===== src/rtl/joystick_array_if.sv =====
// Joystick bus: raw button lines in, debounced level/event/LED vectors out.
// Line index is p*NUM_BTNS+b.
interface joystick_array_if #(
    parameter int NUM_PLAYERS = 2,
    parameter int NUM_BTNS    = 5
);
    localparam int N = NUM_PLAYERS * NUM_BTNS;

    logic [N-1:0] i_btn_raw;
    logic [N-1:0] o_level;
    logic [N-1:0] o_press;
    logic [N-1:0] o_release;
    logic         o_any_press;
    logic [N-1:0] o_led;

    modport master (
        output i_btn_raw,
        input  o_level, o_press, o_release, o_any_press, o_led
    );

    modport slave (
        input  i_btn_raw,
        output o_level, o_press, o_release, o_any_press, o_led
    );
endinterface


===== src/rtl/joystick_array.sv =====
// Multi-player joystick front end: per-line sync, debounce, press/release events.
// Optional auto-repeat is built only when JOY_AUTOREPEAT_EN is defined.
module joystick_lane #(
    parameter int ACTIVE_LOW      = 1,
    parameter int DEBOUNCE_CYCLES = 500000,
    parameter int REPEAT_DELAY    = 25000000,
    parameter int REPEAT_RATE     = 5000000,
    parameter bit REP_EN          = 1'b1
) (
    input  logic clk,
    input  logic rst_n,
    input  logic raw,
    output logic level,
    output logic press,
    output logic rel,
    output logic press_d
);
    localparam int             DW     = $clog2(DEBOUNCE_CYCLES + 1);
    localparam logic [DW-1:0]  D_TERM = DW'(DEBOUNCE_CYCLES - 1);

    logic          nrm;
    logic [1:0]    sync;
    logic          stable;
    logic [DW-1:0] cnt;
    logic          differ, toggle, rise, fall, rep_fire;

    assign nrm    = (ACTIVE_LOW != 0) ? ~raw : raw;
    assign differ = sync[1] ^ stable;
    assign toggle = differ && (cnt == D_TERM);
    assign rise   = toggle & ~stable;
    assign fall   = toggle & stable;

    // Counter clears on toggle, so it never passes D_TERM.
    always_ff @(posedge clk) begin
        if (!rst_n) begin
            sync   <= '0;
            stable <= 1'b0;
            cnt    <= '0;
            press  <= 1'b0;
            rel    <= 1'b0;
        end else begin
            sync  <= {sync[0], nrm};
            press <= press_d;
            rel   <= fall;
            if (toggle) begin
                stable <= ~stable;
                cnt    <= '0;
            end else if (differ) begin
                cnt <= cnt + DW'(1);
            end else begin
                cnt <= '0;
            end
        end
    end

    assign level   = stable;
    assign press_d = rise | rep_fire;

`ifdef JOY_AUTOREPEAT_EN
    if (REP_EN) begin : g_rep
        typedef enum logic [1:0] {R_IDLE, R_DELAY, R_REPEAT} rstate_t;
        localparam int            RMAX    = (REPEAT_DELAY > REPEAT_RATE) ? REPEAT_DELAY : REPEAT_RATE;
        localparam int            RW      = $clog2(RMAX + 1);
        localparam logic [RW-1:0] RD_TERM = RW'(REPEAT_DELAY - 1);
        localparam logic [RW-1:0] RR_TERM = RW'(REPEAT_RATE - 1);

        rstate_t       st, st_nxt;
        logic [RW-1:0] rcnt, rcnt_nxt;

        always_ff @(posedge clk) begin
            if (!rst_n) begin
                st   <= R_IDLE;
                rcnt <= '0;
            end else begin
                st   <= st_nxt;
                rcnt <= rcnt_nxt;
            end
        end

        always_comb begin
            st_nxt   = st;
            rcnt_nxt = rcnt;
            case (st)
                R_IDLE: if (rise) begin
                    st_nxt   = R_DELAY;
                    rcnt_nxt = '0;
                end
                R_DELAY: if (rcnt == RD_TERM) begin
                    st_nxt   = R_REPEAT;
                    rcnt_nxt = '0;
                end else begin
                    rcnt_nxt = rcnt + RW'(1);
                end
                R_REPEAT: rcnt_nxt = (rcnt == RR_TERM) ? '0 : rcnt + RW'(1);
                default: begin
                    st_nxt   = R_IDLE;
                    rcnt_nxt = '0;
                end
            endcase
            // Release wins over any pending repeat.
            if (fall) begin
                st_nxt   = R_IDLE;
                rcnt_nxt = '0;
            end
        end

        always_comb begin
            rep_fire = 1'b0;
            if (!fall) begin
                case (st)
                    R_DELAY:  rep_fire = (rcnt == RD_TERM);
                    R_REPEAT: rep_fire = (rcnt == RR_TERM);
                    default:  rep_fire = 1'b0;
                endcase
            end
        end
    end else begin : g_norep
        assign rep_fire = 1'b0;
    end
`else
    assign rep_fire = 1'b0;
`endif
endmodule

module joystick_array #(
    parameter int NUM_PLAYERS     = 2,
    parameter int NUM_BTNS        = 5,
    parameter int ACTIVE_LOW      = 1,
    parameter int DEBOUNCE_CYCLES = 500000,
    parameter int REPEAT_DELAY    = 25000000,
    parameter int REPEAT_RATE     = 5000000,
    parameter logic [NUM_BTNS-1:0] REPEAT_MASK = NUM_BTNS'(5'b01111)
) (
    input  logic             clk,
    input  logic             rst_n,
    joystick_array_if.slave  bus
);
    localparam int N = NUM_PLAYERS * NUM_BTNS;

    logic [N-1:0] level, press, rel, press_d;
    logic         any_press;

    for (genvar p = 0; p < NUM_PLAYERS; p++) begin : g_player
        for (genvar b = 0; b < NUM_BTNS; b++) begin : g_btn
            joystick_lane #(
                .ACTIVE_LOW      (ACTIVE_LOW),
                .DEBOUNCE_CYCLES (DEBOUNCE_CYCLES),
                .REPEAT_DELAY    (REPEAT_DELAY),
                .REPEAT_RATE     (REPEAT_RATE),
                .REP_EN          (REPEAT_MASK[b])
            ) u_lane (
                .clk     (clk),
                .rst_n   (rst_n),
                .raw     (bus.i_btn_raw[p*NUM_BTNS+b]),
                .level   (level[p*NUM_BTNS+b]),
                .press   (press[p*NUM_BTNS+b]),
                .rel     (rel[p*NUM_BTNS+b]),
                .press_d (press_d[p*NUM_BTNS+b])
            );
        end
    end

    // Registered from the lanes' next-press terms so it lines up with o_press.
    always_ff @(posedge clk) begin
        if (!rst_n) any_press <= 1'b0;
        else        any_press <= |press_d;
    end

    assign bus.o_level     = level;
    assign bus.o_led       = level;
    assign bus.o_press     = press;
    assign bus.o_release   = rel;
    assign bus.o_any_press = any_press;
endmodule


===== src/flat_wrapper.sv =====
// flat-port wrapper written by rule: the top's interface ports become plain ports
module joystick_array_flat 
#(
    parameter int NUM_PLAYERS     = 2,
    parameter int NUM_BTNS        = 5,
    parameter int ACTIVE_LOW      = 1,
    parameter int DEBOUNCE_CYCLES = 500000,
    parameter int REPEAT_DELAY    = 25000000,
    parameter int REPEAT_RATE     = 5000000,
    parameter logic [NUM_BTNS-1:0] REPEAT_MASK = NUM_BTNS'(5'b01111)
)
  (clk, rst_n, bus_i_btn_raw, bus_o_level, bus_o_press, bus_o_release, bus_o_any_press, bus_o_led);
  joystick_array_if #(.NUM_PLAYERS(NUM_PLAYERS), .NUM_BTNS(NUM_BTNS)) bus_i ();
  input  logic clk;
  input  logic rst_n;
  input wire logic [$bits(bus_i.i_btn_raw)-1:0] bus_i_btn_raw;
  output wire logic [$bits(bus_i.o_level)-1:0] bus_o_level;
  output wire logic [$bits(bus_i.o_press)-1:0] bus_o_press;
  output wire logic [$bits(bus_i.o_release)-1:0] bus_o_release;
  output wire logic [$bits(bus_i.o_any_press)-1:0] bus_o_any_press;
  output wire logic [$bits(bus_i.o_led)-1:0] bus_o_led;
  assign bus_i.i_btn_raw = bus_i_btn_raw;
  assign bus_o_level = bus_i.o_level;
  assign bus_o_press = bus_i.o_press;
  assign bus_o_release = bus_i.o_release;
  assign bus_o_any_press = bus_i.o_any_press;
  assign bus_o_led = bus_i.o_led;
  joystick_array #(.NUM_PLAYERS(NUM_PLAYERS), .NUM_BTNS(NUM_BTNS), .ACTIVE_LOW(ACTIVE_LOW), .DEBOUNCE_CYCLES(DEBOUNCE_CYCLES), .REPEAT_DELAY(REPEAT_DELAY), .REPEAT_RATE(REPEAT_RATE), .REPEAT_MASK(REPEAT_MASK)) u_core (.clk(clk), .rst_n(rst_n), .bus(bus_i));
endmodule

===== config.mk =====
export PLATFORM = sky130hd
export DESIGN_NAME = joystick_array_flat
export DESIGN_NICKNAME = d
export VERILOG_FILES = /design/src/rtl/joystick_array_if.sv /design/src/rtl/joystick_array.sv /design/src/flat_wrapper.sv
export SDC_FILE = /design/constraint.sdc
export NUM_CORES = 1
export LEC_CHECK = 0
export CORE_MARGIN = 3
export CORE_UTILIZATION = 30
export CTS_BUF_LIST = sky130_fd_sc_hd__clkbuf_16
export DETAILED_ROUTE_END_ITERATION = 7
export GPL_ROUTABILITY_DRIVEN = 0
export PLACE_DENSITY = 0.5
export SLEW_MARGIN = 10
export SYNTH_ARGS = -nofsm -noshare
export SYNTH_HDL_FRONTEND = slang
export SYNTH_HIERARCHICAL = 1
export SYNTH_SLANG_ARGS = --single-unit

===== constraint.sdc =====
create_clock -name clk -period 1.55 [get_ports clk]
set_input_delay 0.2325 -clock clk [delete_from_list [all_inputs] [get_ports clk]]
set_output_delay 0.2325 -clock clk [all_outputs]
set_load 0.01 [all_outputs]

==> flow_summary.json, run 1 <==
{
  "seqCellArea_mm2": 0.00494,
  "hold_start": "rst_n",
  "synth_top_area_share_pct": 44.4,
  "ir_drop_mv": 0.737,
  "postSynthCellCount": 1226,
  "yosys-top-cells-area": "dfxtp_1, nor2_1, xnor2_1, xor2_1, nand4_1",
  "drv_cap": 0,
  "r2r-start": "u_core/g_player[0].g_btn[3].u_lane/cnt[12]",
  "worstSetupPathType": "flop to flop",
  "die_area_mm2": 0.0386,
  "max_freq_mhz": 616,
  "cts.sinks": 241,
  "violations": "negative setup slack",
  "grt_pass1_vias": 9205,
  "worstHoldPathType": "input pin to flop",
  "clockRootBuffer": "clkbuf_16",
  "synth-compound-area-share_pct": 7.08,
  "tns_ns": -0.411,
  "drt_iter0_drc": 351,
  "synthMuxAreaShare_pct": 0,
  "required_ns": 2.02,
  "start_util_pct": 30.5,
  "place_hpwl_um": 18500,
  "antenna_found_initial": 0,
  "cp_slowest_stage_delay_ns": 0.42,
  "cpMaxStageDelayCell": "nor4b_2",
  "final_max_slew_viol_count": 0,
  "synthAdderAreaFrac_pct": 1.15,
  "drive_gt1_share_pct": 39.6,
  "ys_warn_count": 6,
  "gr-total-overflow": 0,
  "portBuffers": 52,
  "slew-limit-headroom_pct": 74.0,
  "synth-simple-area-share_pct": 32.5,
  "ys_seq_area_share_pct": 44.4,
  "grt.total_usage_pct": 13.2,
  "wirelength_um": 27600,
  "p_leak_uw": 0.00603,
  "synth_seq_cells": 241,
  "ioPinCount": 53,
  "synth_nets": 1248,
  "tightest_slew_ns": 0.390,
  "cts-buffers-inserted": 29,
  "setup_viol": 15,
  "arrival_ns": 2.09,
  "synth_top_area_cell": "dfxtp_1",
  "fin_nets": 1604,
  "cts_max_path_buffers": 3,
  "hold_viol": 0,
  "cts_hold_buf": 0,
  "via_per_inst": 4.75,
  "route.detailed.drc": 0,
  "insertion_delay_ns": 0.54,
  "rsz0062_at_grt": "true",
  "synth-main-ff-cell": "dfxtp_1",
  "netlist_top_cells_count": "dfxtp_1, nor2_1, nand2_1, nand4_1, xnor2_1",
  "vias": 9789,
  "status": "finished with violations",
  "die-height_um": 196,
  "netlist_area_mm2": 0.0109,
  "synth_top_family_by_area": "simple AND/OR/NAND/NOR gates",
  "multiInputGateArea_mm2": 0.00651,
  "yosysMostFrequentCell": "dfxtp_1",
  "final_cell_area_mm2": 0.0163,
  "fin_crit_sh_pct": 105,
  "ys_types": 33,
  "clkTransAtPathRegs_ns": 0.06,
  "setup_ws_ns": -0.0741,
  "place_ws_ns": -0.247,
  "synth_xor_area_share_pct": 10.5,
  "n_antenna_cell": 0,
  "h-tree-depth": 1,
  "place_area_mm2": 0.0140,
  "drt_pass1_iterations": 4,
  "path_cells": "nor4b_2, and4_4, and3_4, nor4_4, buf_4, a31oi_1",
  "core_area_mm2": 0.0357,
  "row_count": 69,
  "cp-end-kind": "flop",
  "die_w_um": 196,
  "synth-edff-count": 0,
  "finalCriticalPeriod_ns": 1.62,
  "fill_cells": 3392,
  "cts_tree": "done",
  "crit_fanout": 2,
  "antenna_left": 0,
  "crit_start": "u_core/g_player[0].g_btn[3].u_lane/cnt[12]",
  "synth-async-reset-ratio_pct": 0,
  "power_density_mw_per_mm2": 815,
  "syn_area_per_cell_um2": 8.87,
  "cp-start-kind": "flop",
  "wire_per_inst_um": 13.4,
  "finalClockSkew_ns": 0.0138,
  "grt_pass1_wl_um": 43700,
  "grt_max_degree": 46,
  "area_delta_synth_final_pct": 49.9
}
-- critical path: cells and delay by family, from the launching register on --
kind	cells	cell delay, ns
and+or+nand+nor	4	0.97
DFF	1	0.32
buffers and inverters	1	0.14
AOI/OAI and AO/OA	1	0.11
-- state kept, by name (all words and copies together), names as in the netlist --
name and flops:
u_core/g_player.g_btn.u_lane/cnt 190, u_core/g_player.g_btn.u_lane/sync 20, u_core/g_player.g_btn.u_lane/level 10, u_core/g_player.g_btn.u_lane/press 10, u_core/g_player.g_btn.u_lane/rel 10, u_core/bus.o_any_press 1
-- placed cells by master (no fill, tap or decap), drive strengths merged --
| cell type | instances |
|---|---|
| a21oi | 50 |
| a31oi | 1 |
| and2 | 30 |
| and3 | 50 |
| and4 | 20 |
| buf | 322 |
| bufinv | 5 |
| clkbuf | 37 |
| clkdlybuf4s15 | 10 |
| clkdlybuf4s50 | 10 |
| clkinv | 9 |
| dfxtp | 241 |
| dlygate4sd2 | 25 |
| ha | 10 |
| inv | 37 |
| nand2 | 70 |
| nand3 | 60 |
| nand4 | 70 |
| nor2 | 171 |
| nor2b | 10 |
| nor3 | 30 |
| nor3b | 10 |
| nor4 | 32 |
| nor4b | 20 |
| o21a | 10 |
| o21ai | 40 |
| o221ai | 10 |
| o31ai | 10 |
| or2 | 30 |
| or3 | 30 |
| or4 | 10 |
| xnor2 | 70 |
| xor2 | 60 |
-- power breakdown --
group	total [uW]	internal, uW	leakage [uW]	switching, uW
Sequential	6240	6220	0.00199	17.8
Clock	6800	4190	0.000493	2610
Combinational	242	124	0.00355	117
Total	13300	10500	0.00603	2740
-- routing by layer --
| metal | track usage [%] | share of wire [%] |
|---|---|---|
| met3 | 2.26 | 3.2 |
| met2 | 22.8 | 48 |
| met1 | 17.4 | 47 |
| met4 | 2.64 | 1.9 |
| met5 | 0 | 0 |
-- kinds of logic after synthesis --
| kind of cell | Yosys count |
|---|---|
| and+or+nand+nor | 643 |
| buffers and inverters | 81 |
| DFF | 241 |
| xor gates and xnor gates | 130 |
| AOI/OAI and AO/OA | 121 |
| adders and majority gates | 10 |
-- through the flow --
stage	hold WS [ns]	power (uW)	cells	utilization [%]
6_report	0.140	13300	2061	45.7
5_1_grt	0.141	13800	2061	45.7
4_1_cts	0.117	13500	2042	43.1
3_5_place_dp	0.422	6580	1972	39.1
3_3_place_gp	0.420	6580	1972	39.1
2_1_floorplan	0.304	6460	1226	-
-- worst paths after layout --
check / end / depth (start not counted) / slack [ns]
hold / removal: u_core/g_player[0].g_btn[2].u_lane/level / 3 / 0.14
setup reg to reg: u_core/bus.o_any_press / 6 / -0.07
hold reg to reg: u_core/g_player[1].g_btn[0].u_lane/sync[1] / 1 / 0.43
setup / recovery: u_core/bus.o_any_press / 6 / -0.07
-- final cells by class --
cell class                      count  share of cell area [%]
Multi-Input combinational cell    904                    40.0
Sequential cell                   241                    30.3
Timing Repair Buffer              375                    19.6
Clock buffer                       29                    4.45
Tap cell                          461                    3.54
Clock inverter                     20                    1.37
Inverter                           31                   0.714
-- what timing repair did --
item / CTS / global route
resized for setup: 138 / 212
hold endpoints to repair: 0 / 0
pin swaps: 39 / 98
setup endpoints to repair: 134 / 217
buffers inserted: 19 / 16
gates cloned: 2 / 5
No activity file was read; power rests on OpenSTA's default activity.
==> run 2, diff against run 1 <==
--- a/config.mk
+++ b/config.mk
@@ -5,7 +5,7 @@
 export SDC_FILE = /design/constraint.sdc
 export NUM_CORES = 1
 export LEC_CHECK = 0
-export CORE_MARGIN = 3
+export CORE_MARGIN = 2
 export CORE_UTILIZATION = 30
 export CTS_BUF_LIST = sky130_fd_sc_hd__clkbuf_16
 export DETAILED_ROUTE_END_ITERATION = 7
==> run 2 against run 1 <==
Net effect: the flow finishes with violations (design-rule violations, negative setup slack); via count rose by 0.27%; first-iteration DRC count rose by 10%; cell area fell by 2.2%; final cell count barely moved; setup slack improved by 0.061 ns; routed wire length fell by 4.6%; utilization fell by 1.0 points; fmax rose by 3.9%; critical endpoint is now u_core/g_player[1].g_btn[4].u_lane/cnt[17].
==> flow_summary.json, run 2 (synthesis results as in run 1) <==
{
  "vias": 9815,
  "area_delta_synth_final_pct": 46.6,
  "core_area_mm2": 0.0357,
  "max_freq_mhz": 640,
  "endpoint": "u_core/g_player[1].g_btn[4].u_lane/cnt[17]",
  "cts-buffers-inserted": 29,
  "r2r-start": "u_core/g_player[1].g_btn[4].u_lane/cnt[0]",
  "setup_ws_ns": -0.0135,
  "rrSetupSlack_ns": -0.01,
  "drive_gt1_share_pct": 36.9,
  "cts_hold_buf": 0,
  "wirelength_um": 26400,
  "die_w_um": 194,
  "place_area_mm2": 0.0140,
  "gr-total-overflow": 0,
  "stdcell_count": 2062,
  "cts.sinks": 241,
  "required_ns": 2.04,
  "final_max_slew_viol_count": 0,
  "clockRootBuffer": "clkbuf_16",
  "fin_nets": 1605,
  "wire_per_inst_um": 12.8,
  "crit_fanout": 7,
  "clkTransAtPathRegs_ns": 0.06,
  "cts_max_path_buffers": 3,
  "largest_reg_flops": 190,
  "p_leak_uw": 0.00590,
  "worstSetupPathType": "flop to flop",
  "die-height_um": 194,
  "hold-path-cell-count": 2,
  "power_density_mw_per_mm2": 822,
  "cp-start-kind": "flop",
  "routed-wl-met3_um": 870,
  "worstHoldPathType": "input pin to flop",
  "timing.rr.end": "u_core/g_player[1].g_btn[4].u_lane/cnt[17]",
  "antenna_left": 0,
  "fin_crit_sh_pct": 101,
  "r2r_cells": 5,
  "drt_pass1_iterations": 7,
  "grt.total_usage_pct": 13.6,
  "top_register": "u_core/g_player.g_btn.u_lane/cnt",
  "rsz0062_at_grt": "true",
  "top_layer": "met4",
  "setup_viol": 2,
  "ir_drop_mv": 0.771,
  "h-tree-depth": 1,
  "drt_iter0_drc": 386,
  "n_antenna_cell": 0,
  "cts_tree": "done",
  "dp.cells": 1982,
  "final_cell_area_mm2": 0.0159,
  "via_per_inst": 4.76,
  "status": "finished with violations",
  "portBuffers": 52,
  "layout_common_cells": "buf_4, dfxtp_1, nor2_1",
  "dr_wl_met2_um": 12400,
  "violations": "design-rule violations, negative setup slack",
  "route.detailed.drc": 5,
  "antenna_found_initial": 0,
  "arrival_ns": 2.05,
  "cp-end-kind": "flop",
  "finalCriticalPeriod_ns": 1.56,
  "top_regs": "u_core/g_player.g_btn.u_lane/cnt (190), u_core/g_player.g_btn.u_lane/sync (20)",
  "place_hpwl_um": 18800,
  "die_area_mm2": 0.0378,
  "fill_cells": 3497,
  "tightest_slew_ns": 0.382,
  "row_count": 69,
  "layout_commonest_cell": "buf_4",
  "drv_cap": 0,
  "tns_ns": -0.0158,
  "finalClockSkew_ns": 0.00762,
  "ioPinCount": 53,
  "grt_pass1_wl_um": 43900,
  "fin_util_pct": 44.7,
  "grt_max_degree": 28,
  "wl_met1_um": 12500,
  "grt_pass1_vias": 9471,
  "crit_start": "u_core/g_player[1].g_btn[4].u_lane/cnt[0]",
  "hold_viol": 0,
  "start_util_pct": 30.5,
  "insertion_delay_ns": 0.55,
  "hold_start": "rst_n",
  "slew-limit-headroom_pct": 74.2
}
==> run 2: metrics by stage <==
| stage | total power (uW) | setup slack [ns] | hold slack, ns |
|---|---|---|---|
| after global placement | 6590 | -0.206 | 0.415 |
| final | 13100 | -0.0135 | 0.0602 |
| after floorplan | 6460 | -0.0340 | 0.304 |
| after CTS | 13400 | -0.0409 | 0.0316 |
| after detailed placement | 6590 | -0.312 | 0.420 |
| after global routing | 13600 | -0.0823 | 0.0490 |
==> run 2: critical path, stage by stage, from the launching register on <==
cell and delay [ns]:
dfxtp_4 0.37, buf_6 0.10, nand4_1 0.12, or2_4 0.31, or4_4 0.49, a21oi_2 0.11
==> run 2: how the worst min path moves through the flow <==
stage	endpoint	slack [ns]
floorplan	u_core/g_player[0].g_btn[0].u_lane/sync[0]	0.30
finish	u_core/g_player[1].g_btn[2].u_lane/press	0.06
detailed placement	u_core/g_player[1].g_btn[0].u_lane/sync[1]	0.42
CTS	u_core/g_player[1].g_btn[2].u_lane/press	0.03
global placement	u_core/g_player[1].g_btn[0].u_lane/sync[1]	0.42
global route	u_core/g_player[1].g_btn[2].u_lane/press	0.05
==> run 2: final cells by class <==
type                            instances  area, um2  share of cell area (%)
Clock inverter                         20        205                    1.29
Inverter                               31        116                   0.730
Multi-Input combinational cell        904       6290                    39.5
Clock buffer                           29        726                    4.55
Timing Repair Buffer                  376       3110                    19.5
Sequential cell                       241       4910                    30.8
Tap cell                              461        577                    3.62
==> run 2: routing by layer <==
layer	up-vias	track usage, %
met5	-	0
met4	0	4.76
met3	43	1.98
met2	105	23.1
met1	4630	17.6
li1	5037	-
==> run 2: timing repair <==
item,CTS,global route
gates resized for setup,147,140
endpoints found under the setup margin,125,174
hold endpoints to repair,0,0
setup buffers,8,25
pin swaps,36,69
==> run 2: where the power goes <==
part	internal, uW	leakage, uW	switching, uW
logic	107	0.00345	105
registers	6230	0.00198	16.6
clock network	4030	0.000474	2610
total	10400	0.00590	2740
